[src/rtl/control_input_decoder_pkg.sv]
// control_input_decoder_pkg: speed limits shared with speed_controller and pause FSM encoding
package control_input_decoder_pkg;

    localparam logic [2:0] SPEED_MIN     = 3'd1;
    localparam logic [2:0] SPEED_MAX     = 3'd6;
    localparam logic [2:0] SPEED_DEFAULT = 3'd3;

    typedef enum logic {
        ST_RUN    = 1'b0,
        ST_PAUSED = 1'b1
    } pause_state_e;

    // Opposing requests in the same cycle cancel; otherwise step and clamp.
    function automatic logic [2:0] next_level(input logic [2:0] lvl, input logic inc, input logic dec);
        return (inc && !dec && lvl != SPEED_MAX) ? lvl + 3'd1 :
               (dec && !inc && lvl != SPEED_MIN) ? lvl - 3'd1 : lvl;
    endfunction

endpackage

[src/rtl/control_input_decoder_button.sv]
// button_debouncer: 2-flop synchroniser, debounce counter, debounced level and press pulse
module button_debouncer #(
    parameter int DEBOUNCE_CYCLES = 50_000
) (
    input  logic clk,
    input  logic rst,
    input  logic btn,
    output logic stable,
    output logic press
);

    localparam int CW = $clog2(DEBOUNCE_CYCLES + 1);

    logic [1:0]    sync_q, sync_d;
    logic          stable_q, stable_d, prev_q, prev_d;
    logic [CW-1:0] cnt_q, cnt_d;
    logic          diff, done;

    always_comb begin
        sync_d   = {sync_q[0], btn};
        diff     = sync_q[1] ^ stable_q;
        done     = diff && cnt_q == CW'(DEBOUNCE_CYCLES - 1);
        cnt_d    = (diff && !done) ? cnt_q + 1'b1 : '0;
        stable_d = done ? sync_q[1] : stable_q;
        prev_d   = stable_q;
    end

    always_ff @(posedge clk or posedge rst) begin
        if (rst) begin
            sync_q   <= '0;
            cnt_q    <= '0;
            stable_q <= 1'b0;
            prev_q   <= 1'b0;
        end else begin
            sync_q   <= sync_d;
            cnt_q    <= cnt_d;
            stable_q <= stable_d;
            prev_q   <= prev_d;
        end
    end

    assign stable = stable_q;
    assign press  = stable_q & ~prev_q;

endmodule

[src/rtl/control_input_decoder.sv]
// control_input_decoder: debounced buttons to saturating speed level and pause/resume pulses
// Define AUTO_REPEAT_EN to repeat up/down presses every REPEAT_CYCLES while held.
module control_input_decoder
    import control_input_decoder_pkg::*;
#(
    parameter int DEBOUNCE_CYCLES = 50_000,
    parameter int REPEAT_CYCLES   = 6_000_000
) (
    input  logic       clk,
    input  logic       rst,
    input  logic       btn_up,
    input  logic       btn_down,
    input  logic       btn_pause,
    output logic [7:0] speed,
    output logic       pause,
    output logic       resume
);

    logic [2:0] btn_raw, lvl_s, press_s;
    logic       inc, dec, unused_sig;

    assign btn_raw = {btn_pause, btn_down, btn_up};

    for (genvar g = 0; g < 3; g++) begin : g_btn
        button_debouncer #(.DEBOUNCE_CYCLES(DEBOUNCE_CYCLES)) u_db (
            .clk    (clk),
            .rst    (rst),
            .btn    (btn_raw[g]),
            .stable (lvl_s[g]),
            .press  (press_s[g])
        );
    end

`ifdef AUTO_REPEAT_EN
    localparam int RW = $clog2(REPEAT_CYCLES);
    logic [RW-1:0] rep_q, rep_d;
    logic          hold_one, rep_fire;

    // Restarting on each press makes the first repeat land a full period after it.
    always_comb begin
        hold_one = lvl_s[0] ^ lvl_s[1];
        rep_fire = hold_one && rep_q == RW'(REPEAT_CYCLES - 1);
        rep_d    = (!hold_one || press_s[0] || press_s[1] || rep_fire) ? '0 : rep_q + 1'b1;
        inc      = press_s[0] | (rep_fire & lvl_s[0]);
        dec      = press_s[1] | (rep_fire & lvl_s[1]);
    end

    always_ff @(posedge clk or posedge rst) begin
        if (rst) rep_q <= '0;
        else     rep_q <= rep_d;
    end

    assign unused_sig = lvl_s[2];
`else
    assign inc        = press_s[0];
    assign dec        = press_s[1];
    assign unused_sig = ^{lvl_s, REPEAT_CYCLES > 0};
`endif

    pause_state_e state_q, state_d;
    logic [2:0]   level_q, level_d;
    logic         pause_q, pause_d, resume_q, resume_d;

    always_comb begin
        level_d  = next_level(level_q, inc, dec);
        pause_d  = press_s[2] && state_q == ST_RUN;
        resume_d = press_s[2] && state_q == ST_PAUSED;
        state_d  = press_s[2] ? (state_q == ST_RUN ? ST_PAUSED : ST_RUN) : state_q;
    end

    always_ff @(posedge clk or posedge rst) begin
        if (rst) begin
            state_q  <= ST_RUN;
            level_q  <= SPEED_DEFAULT;
            pause_q  <= 1'b0;
            resume_q <= 1'b0;
        end else begin
            state_q  <= state_d;
            level_q  <= level_d;
            pause_q  <= pause_d;
            resume_q <= resume_d;
        end
    end

    assign speed  = {5'b0, level_q};
    assign pause  = pause_q;
    assign resume = resume_q;

endmodule
[config.mk]
export PLATFORM = sky130hd
export DESIGN_NAME = control_input_decoder
export DESIGN_NICKNAME = d
export VERILOG_FILES = /design/src/rtl/control_input_decoder_pkg.sv /design/src/rtl/control_input_decoder_button.sv /design/src/rtl/control_input_decoder.sv
export SDC_FILE = /design/constraint.sdc
export NUM_CORES = 1
export LEC_CHECK = 0
export CAP_MARGIN = 20
export CORE_ASPECT_RATIO = 1.4
export CORE_UTILIZATION = 65
export DETAILED_ROUTE_END_ITERATION = 16
export HOLD_SLACK_MARGIN = 0.08
export PLACE_DENSITY = 0.85
export SETUP_SLACK_MARGIN = 0.2
export SLEW_MARGIN = 30
export SYNTH_ARGS = -nofsm -noshare
export SYNTH_HDL_FRONTEND = slang
export SYNTH_HIERARCHICAL = 1
export SYNTH_SLANG_ARGS = --single-unit
export TNS_END_PERCENT = 100
[constraint.sdc]
create_clock -name clk -period 2.8 [get_ports clk]
set_clock_uncertainty 0.05 [all_clocks]
set_input_delay 0.42 -clock clk [delete_from_list [all_inputs] [get_ports clk]]
set_output_delay 0.42 -clock clk [all_outputs]
set_load 0.02 [all_outputs]
==> summary.md, run 1 <==
| Metric | Value |
|---|---|
| Status | `completed` |
| PwrDens | `about 500 nW/um^2` |
| Overflow after GRT | `0` |
| Commonest cells in the netlist | `dfrtp_1, xnor2_1, nor2_2` |
| Row count | `30` |
| Number of I/O pins | `15` |
| Crit-path slowest cell | `clkdlybuf4s50_1` |
| Leak pwr | `around 1.5 nW` |
| Setup violations, final | `0` |
| Yosys top cell area share | `0.468` |
| Vias in the first global route | `between 2000 and 2500` |
| Core Region | `about 5000 sq um` |
| Worst Hold Class | `reg -> reg` |
| Mean number of vias per cell | `5.51` |
| Clk_lat worst skew | `approximately 0.34 ns` |
| MaxCap Viol Count | `0` |
| Setup TNS | `0 ns` |
| Distinct cells, synth | `33` |
| DRT iter0 DRCs | `99` |
| Area contributors post-synth | `dfrtp_1, xnor2_1, nor2_2` |
| Area Overhead vs Synth | `9.61%` |
| Total routed wirelength | `around 5600 um` |
| Die area | `5560 sq um` |
| WL/cell | `roughly 15 um` |
| Most common cell in the synthesized netlist | `dfrtp_1` |
| Die Y-Extent | `roughly 88 um` |
| Worst Path Buf+Inv | `1` |
| Family with the most delay on the worst path | `buffers and inverters` |
| Fmax | `~500 MHz` |
| Num Clock Sinks | `66` |
| TritonCTS Buffers | `9` |
| Top_reg_cell synth | `dfrtp_1` |
| Final core occ | `0.757` |
| Proportion of synthesized chip area in sequential cells | `0.483` |
| Total number of vias | `roughly 2100` |
| Maximum VDD drop | `594 uV` |
| Slew Limit Fails | `0` |
| Die span in x | `about 63 um` |
| Placer's final routability congestion estimate | `0.756` |
| CP Launch Type | `flop` |
| RSZ-0062 raised after global routing | `false` |
| Initial Util | `0.691` |
| H-tree levels | `3` |
| Post-CTS setup buffer count | `0` |
| Post-synth EDFFs | `0` |
| Initial antenna violation count | `0` |
| Worst setup EP type | `output pin` |
| Post-route ant nets | `0` |
| Post-synth design cell area | `~3400 sq um` |
| Final #Nets | `roughly 320` |
| Kind of critical path | `reg -> out` |
| Synth Area per Inst | `approximately 12 sq um` |
| R2R Setup Slk | `0.98 ns` |
| Max stage delay on crit path | `roughly 0.62 ns` |
| Switching part of the total | `0.223` |
| Arrival time at the worst endpoint | `about 1.5 ns` |
| Post-place setup slack | `roughly 1.0 ns` |
| CP Data Required Time | `2.33 ns` |
| Dpl hpwl | `between 3000 and 4000 um` |
| CTS tree | `built` |
| Register bit total from synthesis | `66` |
| Maximum root-to-sink buffer count | `2` |
| Clock slew at reported path FFs | `0.07 ns` |
| Critical Path, Cell by Cell | `clkdlybuf4s50_1` |
| Sequential share of power | `0.522` |
| Fin worst setup slack | `0.797 ns` |
| DRC Markers | `0` |
| Final-report hold violation count | `0` |
| Hold_buf cts | `0` |
| Clock period minus worst slack | `~2 ns` |
| CP max FO | `5` |
| Cts repair resizes | `0` |
| Worst-margin pin slew | `~0.76 ns` |
| First-pass GRT wire length | `between 9000 and 10000 um` |
| Async SR Flop Fraction | `1.00` |
| CTS Root Cell | `clkbuf_8` |
| Fill cells | `368` |
| GRT Overall Usage | `0.233` |
| I/O Buffers | `9` |
| Comb power frac | `0.035` |
| Largest net degree at the start of global routing | `21` |
| Clock power frac | `0.443` |
| Diode count | `0` |
| Slew margin rel. | `0.496` |
| Cells after Synth | `291` |
| Share of layout cells above drive strength 1 | `0.263` |
| DR pass1 iterations | `4` |
| Net Sw Power | `around 0.42 mW` |
| Final period utilization | `0.715` |
| Yosys top cell by area | `dfrtp_1` |
| Ys Warns | `6` |
| Cell internal pwr | `approximately 1.5 mW` |
## layer usage
metal | track usage | up-vias | routed length (um) | part of all wire
li1 | - | 1006 | - | -
met1 | 0.282 | 1035 | 2490 | 0.45
met2 | 0.382 | 26 | 2870 | 0.52
met3 | 0.0742 | 4 | 140 | 0.025
met4 | 0.103 | 0 | 50 | 0.0090
met5 | 0 | - | 0 | 0
## sequential cells by signal, indices dropped and copies added (netlist names)
signal and flops:
g_btn.u_db/prev_q 3, resume 1, g_btn.u_db/cnt_q 48, pause 1, g_btn.u_db/stable 3, state_q 1
level_q 3, g_btn.u_db/sync_q 6
## cell families after synthesis
family / share of synthesized area
flops: 0.483
compound gates: 0.00841
other cells: 0.00110
buf+inv: 0.0384
xor+xnor: 0.123
fa+ha+maj: 0.0256
mux: 0.0128
simple gates: 0.308
## final timing paths
kind | from | endpoint | cells past startpoint
setup / recovery | level_q[0] | speed[0] | 1
hold / removal | g_btn[0].u_db/sync_q[0] | g_btn[0].u_db/sync_q[1] | 0
setup reg to reg | g_btn[2].u_db/cnt_q[0] | g_btn[2].u_db/cnt_q[2] | 5
hold reg to reg | g_btn[0].u_db/sync_q[0] | g_btn[0].u_db/sync_q[1] | 0
max in group asynchronous | rst | g_btn[2].u_db/cnt_q[11] | 2
min in group asynchronous | rst | pause | 2
## final cells by class
cell class | instances | area, sq um | share of cell area
sequential | 66 | 1650 | 0.441
multi-input combinational | 205 | 1650 | 0.440
clock buffer | 13 | 169 | 0.0450
timing repair buffer | 9 | 90.1 | 0.0240
tap | 64 | 80.1 | 0.0213
inverter | 16 | 60.1 | 0.0160
clock inverter | 3 | 46.3 | 0.0123
## metrics by stage
stage | instance area [sq um] | hold slack (ns) | std cells | power, mW
6_report | 3750 | 0.299 | 376 | 1.89
5_1_grt | 3750 | 0.308 | 376 | 1.97
4_1_cts | 3750 | 0.301 | 376 | 1.92
3_5_place_dp | 3540 | 0.286 | 360 | 1.07
3_3_place_gp | 3540 | 0.285 | 360 | 1.07
2_1_floorplan | 3440 | 0.160 | 295 | 1.06
## cell usage in the layout, fill, tap and decap left out, types with 2 or more instances in the layout
master,count
dfrtp_1,64
nand4_4,3
mux2_2,3
clkbuf_8,12
nor2_1,22
nor2b_1,5
nand2_2,3
nand2_1,6
nand3_1,9
nor2_2,30
nand4_1,9
and3_1,6
nand3_2,6
xor2_1,10
nor3_1,9
xnor2_1,38
ha_1,7
clkdlybuf4s50_1,9
nor4_2,9
dfstp_2,2
nor4_4,6
nor4b_1,3
inv_1,16
conb_1,5
nor4bb_1,6
nand3_4,3
## power groups by stage
stage	combinational, mW	sequential, mW	clock (mW)
6_report	0.0661	0.988	0.840
5_1_grt	0.0747	0.989	0.903
3_5_place_dp	0.0669	1.01	0
4_1_cts	0.0678	0.988	0.863
3_3_place_gp	0.0656	1.00	0
2_1_floorplan	0.0591	1.00	0
Power figures use the tool's default switching activity.
==> run 2: changes to the inputs <==
--- a/config.mk
+++ b/config.mk
@@ -7,10 +7,10 @@
 export LEC_CHECK = 0
 export CAP_MARGIN = 20
 export CORE_ASPECT_RATIO = 1.4
-export CORE_UTILIZATION = 65
+export CORE_UTILIZATION = 54
 export DETAILED_ROUTE_END_ITERATION = 16
 export HOLD_SLACK_MARGIN = 0.08
-export PLACE_DENSITY = 0.85
+export PLACE_DENSITY = 0.75
 export SETUP_SLACK_MARGIN = 0.2
 export SLEW_MARGIN = 30
 export SYNTH_ARGS = -nofsm -noshare
==> constraint.sdc (replaced) <==
create_clock -name clk -period 1.7 [get_ports clk]
set_clock_uncertainty 0.05 [all_clocks]
set_input_delay 0.255 -clock clk [delete_from_list [all_inputs] [get_ports clk]]
set_output_delay 0.255 -clock clk [all_outputs]
set_load 0.02 [all_outputs]
==> run 2 against run 1 <==
Net effect: via count grew 11%; count of clock-buffer cells in the layout shrank 4; global-route usage down 3.2 points; hold slack worse by 0.080 ns; non-clock buffer count grew 46; power up 80%; critical path depth grew 5; sequential power rose by 64%; die area rose by 20%; first-iteration DRC count increased by 2.0%; critical path type is now reg -> reg; critical endpoint is now g_btn[0].u_db/cnt_q[2]; highest routed layer unchanged.
==> summary.md, run 2 (synthesized netlist as in run 1, its figures left out) <==
| Metric | Value |
|---|---|
| Status | `completed (unchanged)` |
| I/O Buffers | `9 (unchanged)` |
| First-pass GRT wire length | `10400 um (was 9720 um)` |
| Worst setup EP type | `flop (was output pin)` |
| Die area | `6670 sq um (was 5560 sq um)` |
| Largest Register | `g_btn.u_db/cnt_q (unchanged)` |
| Maximum root-to-sink buffer count | `2 (unchanged)` |
| Final-report hold violation count | `0 (unchanged)` |
| CP Launch Type | `flop (unchanged)` |
| Worst Path Buf+Inv | `1 (unchanged)` |
| Row count | `34 (was 30)` |
| Clock slew at reported path FFs | `0.07 ns (about the same)` |
| Largest net degree at the start of global routing | `21 (unchanged)` |
| Fin worst setup slack | `0.129 ns (was 0.797 ns)` |
| Diode count | `0 (unchanged)` |
| Final #Nets | `366 (was 319)` |
| Max stage delay on crit path | `0.42 ns (was 0.62 ns)` |
| Area Overhead vs Synth | `35.7% (was 9.61%)` |
| R2R depth | `6 (was 5)` |
| DR pass1 iterations | `4 (unchanged)` |
| Total routed wirelength | `6640 um (was 5550 um)` |
| Final period utilization | `0.924` |
| CP Data Required Time | `1.88 ns (was 2.33 ns)` |
| Clk_lat worst skew | `0.33 ns (was 0.34 ns)` |
| TritonCTS Buffers | `9 (unchanged)` |
| Kind of critical path | `reg -> reg (was reg -> out)` |
| Die span in x | `69.3 um (was 63.3 um)` |
| Maximum VDD drop | `588 uV (was 594 uV)` |
| Largest register FFs | `48 (unchanged)` |
| Core Region | `6170 sq um (was 4950 sq um)` |
| MaxCap Viol Count | `0 (unchanged)` |
| Family with the most delay on the worst path | `simple AND/OR/NAND/NOR gates (was buffers and inverters)` |
| GRT Overall Usage | `0.201 (was 0.233)` |
| DRC Markers | `0 (unchanged)` |
| Dpl hpwl | `4290 um (was 3770 um)` |
| Vias in the first global route | `2282 (was 2160)` |
| Post-route ant nets | `0 (unchanged)` |
| Num Clock Sinks | `66 (unchanged)` |
| R2R Setup Slk | `0.13 ns (was 0.98 ns)` |
| Setup TNS | `0 ns (unchanged)` |
| Crit-path slowest cell | `dfrtp_1 (was clkdlybuf4s50_1)` |
| Initial Util | `0.555 (was 0.691)` |
| Total number of vias | `2309 (was 2071)` |
| RSZ-0062 raised after global routing | `true (was false)` |
| PwrDens | `735 nW/um^2 (was 505 nW/um^2)` |
| Number of I/O pins | `15 (unchanged)` |
| Critical Path, Cell by Cell | `ha_4 -> and3_4 -> nand4_1 -> nand2_2 -> buf_12 -> nor2_2 (was clkdlybuf4s50_1)` |
| Initial antenna violation count | `0 (unchanged)` |
| Fmax | `approximately 640 MHz` |
| Die Y-Extent | `96.2 um (was 87.9 um)` |
| Setup violations, final | `0 (unchanged)` |
| CTS Root Cell | `clkbuf_8 (unchanged)` |
| Placer's final routability congestion estimate | `0.779 (was 0.756)` |
| WP depth | `6 (was 1)` |
| Overflow after GRT | `0 (unchanged)` |
| DRT iter0 DRCs | `101 (was 99)` |
| Leak pwr | `1.93 nW (was 1.55 nW)` |
| CP max FO | `8 (was 5)` |
| Top Registers | `g_btn.u_db/cnt_q x48, g_btn.u_db/sync_q x6 (unchanged)` |
| Clock period minus worst slack | `approximately 1.6 ns` |
| Arrival time at the worst endpoint | `1.75 ns (was 1.53 ns)` |
| Worst Hold Class | `in -> async (was reg -> reg)` |
| H-tree levels | `3 (unchanged)` |
| Share of layout cells above drive strength 1 | `0.474 (was 0.263)` |
| Slew Limit Fails | `0 (unchanged)` |
| Post-place setup slack | `0.125 ns (was 1.03 ns)` |
| Commonest non-fill, non-tap cell in the layout | `dfrtp_1 (unchanged)` |
| CTS tree | `built (unchanged)` |
| WL/cell | `15.4 um (was 14.8 um)` |
| Mean number of vias per cell | `5.36 (was 5.51)` |
| Commonest cells after routing, fill and taps aside | `dfrtp_1, buf_4, xnor2_1, nor2_4, inv_1 (was dfrtp_1, xnor2_1, nor2_2)` |
==> run 2: cell types whose count changed in the layout (fill, tap and decap cells not counted), sizes merged, moves of 2 or more <==
cell and delta:
buf +47, bufinv +2, clkbuf -3, clkdlybuf4s50 -5, clkinvlp +2, dlygate4sd2 +3
==> run 2: power breakdown <==
group	switching, mW	internal (mW)	total, mW	leakage, nW
sequential	0.0269	1.59	1.62	0.888
clock	0.610	0.971	1.58	0.111
combinational	0.127	0.0874	0.214	0.927
==> run 2: area by class of cell <==
class                           instances  area, sq um
Clock inverter                          7          118
Fill cell                             360         1520
Inverter                               16         60.1
Timing Repair Buffer                   55          497
Clock buffer                            9          124
Sequential cell                        66         1660
Multi-Input combinational cell        206         2100
Tap cell                               72         90.1
==> run 2: worst reg2reg max path: cells and delay by family, from the launching register on <==
family,cells,cell delay (ns)
buffers and inverters,1,0.17
flip-flops,1,0.42
AND/OR/NAND/NOR,4,0.65
adder cells (fa/ha/maj),1,0.18
==> run 2: per-layer routing <==
layer  up-vias  part of all wire  track usage
met4         0             0.016       0.0816
met1      1166              0.43        0.232
met3         9             0.021       0.0440
met2        24              0.54        0.362
li1       1110                 -            -
met5         -                 0            0
==> run 2: per-stage QoR <==
step | hold slack [ns] | utilization | cells | cell area [sq um] | total power [mW]
after global placement | 0.282 | 0.626 | 396 | 3860 | 1.81
after detailed placement | 0.286 | 0.626 | 396 | 3860 | 1.82
final | 0.219 | 0.753 | 431 | 4650 | 3.42
after CTS | 0.209 | 0.674 | 417 | 4160 | 3.42
after global routing | 0.237 | 0.753 | 431 | 4650 | 3.56
after floorplan | -0.00549 | - | 295 | 3470 | 1.75
==> run 2: final timing paths <==
path | from | end
worst max-delay path | g_btn[0].u_db/cnt_q[0] | g_btn[0].u_db/cnt_q[2]
worst min-delay path | rst | level_q[2]
worst max register to register | g_btn[0].u_db/cnt_q[0] | g_btn[0].u_db/cnt_q[2]
worst min register to register | g_btn[2].u_db/sync_q[0] | g_btn[2].u_db/sync_q[1]
max in group asynchronous | rst | g_btn[2].u_db/cnt_q[12]
min in group clk | btn_pause | g_btn[2].u_db/sync_q[0]
==> run 2: repair_timing <==
item	4_1_cts	5_1_grt
buffers inserted	5	13
gates cloned	0	1
endpoints found under the setup margin	54	51
gates resized for setup	12	72
hold buffers	0	0
pin swaps	4	50
==> run 3: changes to the inputs <==
--- a/config.mk
+++ b/config.mk
@@ -8,6 +8,7 @@
 export CAP_MARGIN = 20
 export CORE_ASPECT_RATIO = 1.4
 export CORE_UTILIZATION = 54
+export CTS_CLUSTER_DIAMETER = 50
 export DETAILED_ROUTE_END_ITERATION = 16
 export HOLD_SLACK_MARGIN = 0.08
 export PLACE_DENSITY = 0.75
==> results of run 3 <==
The final DEF is identical to that of run 2; final timing and power are the same.
